File: src/rtl/cv_sweep_gen_if.sv
// Control/status bundle between the sweep controller and cv_sweep_gen.
interface cv_sweep_gen_if #(
    parameter int unsigned DW    = 16,
    parameter int unsigned DIV_W = 16,
    parameter int unsigned CNT_W = 8
);
    logic             start;
    logic             abort;
    logic [DW-1:0]    e_start;
    logic [DW-1:0]    e_vertex1;
    logic [DW-1:0]    e_vertex2;
    logic [DW-1:0]    step;
    logic [DIV_W-1:0] step_div;
    logic [CNT_W-1:0] n_cycles;
    logic [DW-1:0]    dac_code;
    logic             code_update;
    logic             busy;
    logic             done;
    logic             dir_up;
    logic [CNT_W-1:0] cycle_cnt;

    // Controller side: issues commands and parameters, observes the sweep.
    modport master (
        output start, abort, e_start, e_vertex1, e_vertex2, step, step_div, n_cycles,
        input  dac_code, code_update, busy, done, dir_up, cycle_cnt
    );

    // Generator side.
    modport slave (
        input  start, abort, e_start, e_vertex1, e_vertex2, step, step_div, n_cycles,
        output dac_code, code_update, busy, done, dir_up, cycle_cnt
    );
endinterface

File: src/rtl/cv_sweep_gen.sv
// Triangular start -> vertex1 -> vertex2 -> start DAC code sweep for cyclic voltammetry.
module cv_sweep_gen #(
    parameter int unsigned   DW        = 16,
    parameter int unsigned   DIV_W     = 16,
    parameter int unsigned   CNT_W     = 8,
    parameter logic [DW-1:0] IDLE_CODE = DW'(16'h8000)
) (
    input logic           clk,
    input logic           RST,
    cv_sweep_gen_if.slave bus
);

    typedef enum logic [1:0] {S_IDLE, S_SEG1, S_SEG2, S_SEG3} state_e;

    state_e           state_q, state_d;
    logic [DIV_W-1:0] div_q, div_d;
    logic [DW-1:0]    code_q, code_d;
    logic             upd_q, upd_d;
    logic             busy_q, busy_d;
    logic             done_q, done_d;
    logic             dir_q, dir_d;
    logic [CNT_W-1:0] cnt_q, cnt_d;
    // Parameters captured at start; step/div/n already have the 0 -> 1 rule applied.
    logic [DW-1:0]    start_q, start_d;
    logic [DW-1:0]    v1_q, v1_d;
    logic [DW-1:0]    v2_q, v2_d;
    logic [DW-1:0]    step_q, step_d;
    logic [DIV_W-1:0] div_max_q, div_max_d;
    logic [CNT_W-1:0] n_q, n_d;

    logic [DW-1:0]    tgt_c;
    logic             up_c;
    logic [DW:0]      sum_c;
    logic [DW-1:0]    diff_c;
    logic [DW-1:0]    next_code_c;
    logic             tick_c;
    logic [CNT_W-1:0] cnt_inc_c;

    // Saturating step toward the current segment target.
    always_comb begin
        unique case (state_q)
            S_SEG1:  tgt_c = v1_q;
            S_SEG2:  tgt_c = v2_q;
            default: tgt_c = start_q;
        endcase
        up_c      = tgt_c > code_q;
        sum_c     = {1'b0, code_q} + {1'b0, step_q};
        diff_c    = code_q - tgt_c;
        tick_c    = div_q == div_max_q;
        cnt_inc_c = cnt_q + CNT_W'(1);
        if (up_c) begin
            next_code_c = (sum_c >= {1'b0, tgt_c}) ? tgt_c : sum_c[DW-1:0];
        end else begin
            next_code_c = (diff_c <= step_q) ? tgt_c : code_q - step_q;
        end
    end

    // Sequencer: start/abort handling, step divider, segment and cycle advance.
    always_comb begin
        state_d   = state_q;
        div_d     = div_q;
        code_d    = code_q;
        upd_d     = 1'b0;
        busy_d    = busy_q;
        done_d    = 1'b0;
        dir_d     = dir_q;
        cnt_d     = cnt_q;
        start_d   = start_q;
        v1_d      = v1_q;
        v2_d      = v2_q;
        step_d    = step_q;
        div_max_d = div_max_q;
        n_d       = n_q;

        unique case (state_q)
            S_IDLE: begin
                if (bus.start && !bus.abort) begin
                    start_d   = bus.e_start;
                    v1_d      = bus.e_vertex1;
                    v2_d      = bus.e_vertex2;
                    step_d    = (bus.step == '0) ? DW'(1) : bus.step;
                    div_max_d = (bus.step_div == '0) ? '0 : bus.step_div - DIV_W'(1);
                    n_d       = (bus.n_cycles == '0) ? CNT_W'(1) : bus.n_cycles;
                    code_d    = bus.e_start;
                    upd_d     = 1'b1;
                    busy_d    = 1'b1;
                    cnt_d     = '0;
                    div_d     = '0;
                    state_d   = S_SEG1;
                end
            end
            default: begin
                if (bus.abort) begin
                    state_d = S_IDLE;
                    code_d  = start_q;
                    upd_d   = start_q != code_q;
                    busy_d  = 1'b0;
                    div_d   = '0;
                end else begin
                    div_d = tick_c ? '0 : div_q + DIV_W'(1);
                    if (tick_c) begin
                        dir_d  = up_c;
                        code_d = next_code_c;
                        upd_d  = next_code_c != code_q;
                        if (next_code_c == tgt_c) begin
                            unique case (state_q)
                                S_SEG1: state_d = S_SEG2;
                                S_SEG2: state_d = S_SEG3;
                                default: begin
                                    cnt_d = cnt_inc_c;
                                    if (cnt_inc_c == n_q) begin
                                        state_d = S_IDLE;
                                        busy_d  = 1'b0;
                                        done_d  = 1'b1;
                                    end else begin
                                        state_d = S_SEG1;
                                    end
                                end
                            endcase
                        end
                    end
                end
            end
        endcase
    end

    // State and output registers.
    always_ff @(posedge clk or posedge RST) begin
        if (RST) begin
            state_q   <= S_IDLE;
            div_q     <= '0;
            code_q    <= IDLE_CODE;
            upd_q     <= 1'b0;
            busy_q    <= 1'b0;
            done_q    <= 1'b0;
            dir_q     <= 1'b0;
            cnt_q     <= '0;
            start_q   <= '0;
            v1_q      <= '0;
            v2_q      <= '0;
            step_q    <= '0;
            div_max_q <= '0;
            n_q       <= '0;
        end else begin
            state_q   <= state_d;
            div_q     <= div_d;
            code_q    <= code_d;
            upd_q     <= upd_d;
            busy_q    <= busy_d;
            done_q    <= done_d;
            dir_q     <= dir_d;
            cnt_q     <= cnt_d;
            start_q   <= start_d;
            v1_q      <= v1_d;
            v2_q      <= v2_d;
            step_q    <= step_d;
            div_max_q <= div_max_d;
            n_q       <= n_d;
        end
    end

    assign bus.dac_code    = code_q;
    assign bus.code_update = upd_q;
    assign bus.busy        = busy_q;
    assign bus.done        = done_q;
    assign bus.dir_up      = dir_q;
    assign bus.cycle_cnt   = cnt_q;

endmodule
File: src/flat_wrapper.sv
// flat-port wrapper written by rule: the top's interface ports become plain ports
module cv_sweep_gen_flat 
#(
    parameter int unsigned   DW        = 16,
    parameter int unsigned   DIV_W     = 16,
    parameter int unsigned   CNT_W     = 8,
    parameter logic [DW-1:0] IDLE_CODE = DW'(16'h8000)
)
  (clk, RST, bus_start, bus_abort, bus_e_start, bus_e_vertex1, bus_e_vertex2, bus_step, bus_step_div, bus_n_cycles, bus_dac_code, bus_code_update, bus_busy, bus_done, bus_dir_up, bus_cycle_cnt);
  cv_sweep_gen_if #(.DW(DW), .DIV_W(DIV_W), .CNT_W(CNT_W)) bus_i ();
  input logic clk;
  input logic RST;
  input wire logic [$bits(bus_i.start)-1:0] bus_start;
  input wire logic [$bits(bus_i.abort)-1:0] bus_abort;
  input wire logic [$bits(bus_i.e_start)-1:0] bus_e_start;
  input wire logic [$bits(bus_i.e_vertex1)-1:0] bus_e_vertex1;
  input wire logic [$bits(bus_i.e_vertex2)-1:0] bus_e_vertex2;
  input wire logic [$bits(bus_i.step)-1:0] bus_step;
  input wire logic [$bits(bus_i.step_div)-1:0] bus_step_div;
  input wire logic [$bits(bus_i.n_cycles)-1:0] bus_n_cycles;
  output wire logic [$bits(bus_i.dac_code)-1:0] bus_dac_code;
  output wire logic [$bits(bus_i.code_update)-1:0] bus_code_update;
  output wire logic [$bits(bus_i.busy)-1:0] bus_busy;
  output wire logic [$bits(bus_i.done)-1:0] bus_done;
  output wire logic [$bits(bus_i.dir_up)-1:0] bus_dir_up;
  output wire logic [$bits(bus_i.cycle_cnt)-1:0] bus_cycle_cnt;
  assign bus_i.start = bus_start;
  assign bus_i.abort = bus_abort;
  assign bus_i.e_start = bus_e_start;
  assign bus_i.e_vertex1 = bus_e_vertex1;
  assign bus_i.e_vertex2 = bus_e_vertex2;
  assign bus_i.step = bus_step;
  assign bus_i.step_div = bus_step_div;
  assign bus_i.n_cycles = bus_n_cycles;
  assign bus_dac_code = bus_i.dac_code;
  assign bus_code_update = bus_i.code_update;
  assign bus_busy = bus_i.busy;
  assign bus_done = bus_i.done;
  assign bus_dir_up = bus_i.dir_up;
  assign bus_cycle_cnt = bus_i.cycle_cnt;
  cv_sweep_gen #(.DW(DW), .DIV_W(DIV_W), .CNT_W(CNT_W), .IDLE_CODE(IDLE_CODE)) u_core (.clk(clk), .RST(RST), .bus(bus_i));
endmodule
File: config.mk
export PLATFORM = sky130hd
export DESIGN_NAME = cv_sweep_gen_flat
export DESIGN_NICKNAME = d
export VERILOG_FILES = /design/src/rtl/cv_sweep_gen_if.sv /design/src/rtl/cv_sweep_gen.sv /design/src/flat_wrapper.sv
export SDC_FILE = /design/constraint.sdc
export NUM_CORES = 1
export LEC_CHECK = 0
export CAP_MARGIN = 5
export CORE_MARGIN = 5
export CORE_UTILIZATION = 35
export CTS_BUF_LIST = sky130_fd_sc_hd__clkbuf_8
export DETAILED_ROUTE_END_ITERATION = 7
export SLEW_MARGIN = 20
export SYNTH_ARGS = -nofsm -noshare
export SYNTH_HDL_FRONTEND = slang
export SYNTH_SLANG_ARGS = --single-unit
File: constraint.sdc
create_clock -name clk -period 7.6 [get_ports clk]
set_input_delay 2.28 -clock clk [delete_from_list [all_inputs] [get_ports clk]]
set_output_delay 2.28 -clock clk [all_outputs]
set_load 0.02 [all_outputs]
==> results.cfg <==
[run_status]
status = finished, final reports clean

[critical_path]
cp_slowest_cell = fa_1
required_ns = 7.92
cp-start-kind = flop
cpPeakStageDelay_ns = 0.44
crit_arrival_ns = 7.21
cp_top_family = compound AO/OA/AOI/OAI gates
worstPathMaxFanout = 17
path_buf_inv = 3
end_kind = flop
path_class = reg -> reg

[floorplanning]
die_x_um = 189
start_util_pct = 35.5
rows = 65
core_area_um2 = 31600
dieArea_um2 = 35700
ios = 120
die_h_um = 189

[cells_and_area]
drive_gt1_share_pct = 11.0
fin_area_um2 = 13200
stdcell_count = 1752
syn_to_final_growth_pct = 17.8
ff_latch_area_um2 = 3350
diodes = 0
finalNetCount = 1513
multi_input_area_um2 = 7350
fillCellCount = 3162

[clocking]
htreeDepth = 4
numCtsBuffers = 17
cts_tree = done
cts_hold_buf = 0
cts.path.max_buffers = 2
clk_pin_slew_ns = 0.09
numClockSinks = 134
clk_latency_ns = 0.45
cts-root-buf = clkbuf_8

[logic_synthesis]
ys_top_cells_by_area = dfrtp_1 (30%), ha_1 (9.0%), mux2_2 (7.3%)
synth_cell_types = 86
ys.flop_type = dfrtp_1
ys_warn_count = 0
synth-edff-count = 0
yosysSeqAreaShare_pct = 29.9
syn-cell-area_um2 = 11200
post-synth-top-area-fraction_pct = 29.7
synth_area_per_cell_um2 = 9.02
synth_cells = 1242
ys_ff_latch = 134
yosys.area.top_type = dfrtp_1
async_flop_share_pct = 100
synth_nets = 1418

[sta]
relSlewSlack_pct = 31.8
period_share_pct = 90.6
fin_crit_ns = 6.88
hold_viol_final = 0
finClkSkew_ns = 0.0198
worstMarginPinSlew_ns = 1.02
fmax_ghz = 0.145
rsz0062_at_grt = no
setup_tns_ns = 0
finalWorstSetupSlack_ns = 0.715
final-setup-viol-count = 0
maxSlewViolCount = 0

[grt]
grt_max_degree = 84
grt-ovfl-total = 0
use_met3_pct = 2.84
met1_usage_pct = 27.9
grt_first_pass_wirelength_mm = 54.2
antenna_found_initial = 0
grt_usage_pct = 18.9
grt-busiest-layer = met2
grt_pass1_vias = 9535
use_met2_pct = 29.8

[worst_hold_path]
min-delay-path-class = reg -> reg

[placed_design]
place_congestion = 0.940
port_buffers = 119
dpl-instance-area_um2 = 12800
hpwl_mm = 26.6
dp_worst_setup_slack_ns = 0.404
placedCellCount = 1720

[drt]
num_vias = 9755
drt_iter0_markers = 888
drc = 0
drtAntennaViolNets = 0
viasPerCell = 5.57
firstDrtPassIters = 6
wl_mm = 34.0
routedWlPerCell_um = 19.4

[run]
max_cap_violations = 0
area by class of cell:
| class | count | area share, % |
|---|---|---|
| multi-input combinational | 988 | 55.7 |
| sequential | 134 | 25.4 |
| timing repair buffer | 138 | 10.1 |
| tap | 402 | 3.81 |
| clock buffer | 18 | 1.88 |
| inverter | 58 | 1.69 |
| clock inverter | 14 | 1.42 |
placed cells by master, fill, tap and decap left out, types with 15 or more instances in the layout:
master           instances
dfrtp_1                133
xnor2_1                 84
nand2b_1                16
and3_1                  15
nor3_1                  21
o21ai_0                 72
mux2i_1                 20
nand2_1                 91
clkbuf_8                18
o211ai_1                23
nand4_1                 18
a21o_1                  24
nor4_1                  19
buf_4                   19
mux2_2                  73
nand3_1                 29
a211oi_1                15
a31oi_1                 16
ha_1                    81
nor2_1                  75
clkdlybuf4s50_1        119
inv_1                   55
a22oi_1                 17
xor2_1                  53
a21oi_1                 55
routing by layer:
metal | wire length [um] | up-vias
li1 | - | 4704
met1 | 16500 | 4748
met2 | 15400 | 282
met3 | 1860 | 21
met4 | 253 | 0
met5 | 0 | -
sequential cells by signal, summed over array words and instances, names as in the netlist, 2 cells and up:
name,flops
u_core.bus.dac_code,16
u_core.div_max_q,16
u_core.div_q,16
u_core.start_q,16
u_core.step_q,16
u_core.v1_q,16
u_core.v2_q,16
u_core.bus.cycle_cnt,8
u_core.n_q,8
u_core.state_q,2
worst register-to-register path: cells and delay by family (launching register included):
kind | cells | cell delay [ns]
AOI/OAI and AO/OA | 15 | 3.16
adders and majority gates | 4 | 1.15
buffers and inverters | 3 | 0.36
xor gates and xnor gates | 1 | 0.09
DFF | 1 | 0.40
and+or+nand+nor | 6 | 1.62
logic make-up (layout without fill, tap and decap cells):
group	Yosys count	in the layout	synth area share (%)
AOI/OAI and AO/OA	318	318	19.1
xor gates and xnor gates	142	142	11.7
adders and majority gates	84	84	9.58
buffers and inverters	120	228	4.59
DFF	134	134	29.9
muxes	93	93	9.12
and+or+nand+nor	351	351	15.9
stage by stage:
step           hold slack (ns)  utilization (%)
6_report                 0.507             41.8
3_5_place_dp             0.494             40.4
5_1_grt                  0.534             41.8
4_1_cts                  0.513             41.8
3_3_place_gp             0.485             40.4
2_1_floorplan            0.470                -
synthesized netlist by cell type (all sizes together) (10+ instances only):
master  number
mux2i       20
a21oi       59
xnor2       84
o21ai       84
o31ai       10
nor4        19
inv         57
a31oi       16
nor3        23
buf         24
xor2        53
nand3       29
dfrtp      133
ha          81
and3        15
nor2b       10
clkbuf      38
nor2        75
a21o        24
a22oi       18
nand4       18
nand2       92
or4         10
nand2b      17
o211ai      23
mux2        73
or3         14
a211oi      15
repair_timing:
action,in CTS,in global routing
endpoints found under the setup margin,0,1
setup buffers,0,0
gates resized for setup,0,3
path summary, 6_finish.rpt:
check	startpoint	to	slack [ns]	depth (start not counted)
worst max-delay path	u_core.state_q[1]	u_core.bus.code_update	0.72	29
worst min-delay path	u_core.div_max_q[13]	u_core.div_max_q[13]	0.51	2
worst max register to register	u_core.state_q[1]	u_core.bus.code_update	0.72	29
worst min register to register	u_core.div_max_q[13]	u_core.div_max_q[13]	0.51	2
max in group asynchronous	RST	u_core.n_q[2]	4.07	3
min in group asynchronous	RST	u_core.v2_q[2]	2.36	2
Power is left out: the tool's default activity adds up to more than one toggle a clock period on the data nets, which glitch-free logic cannot reach.
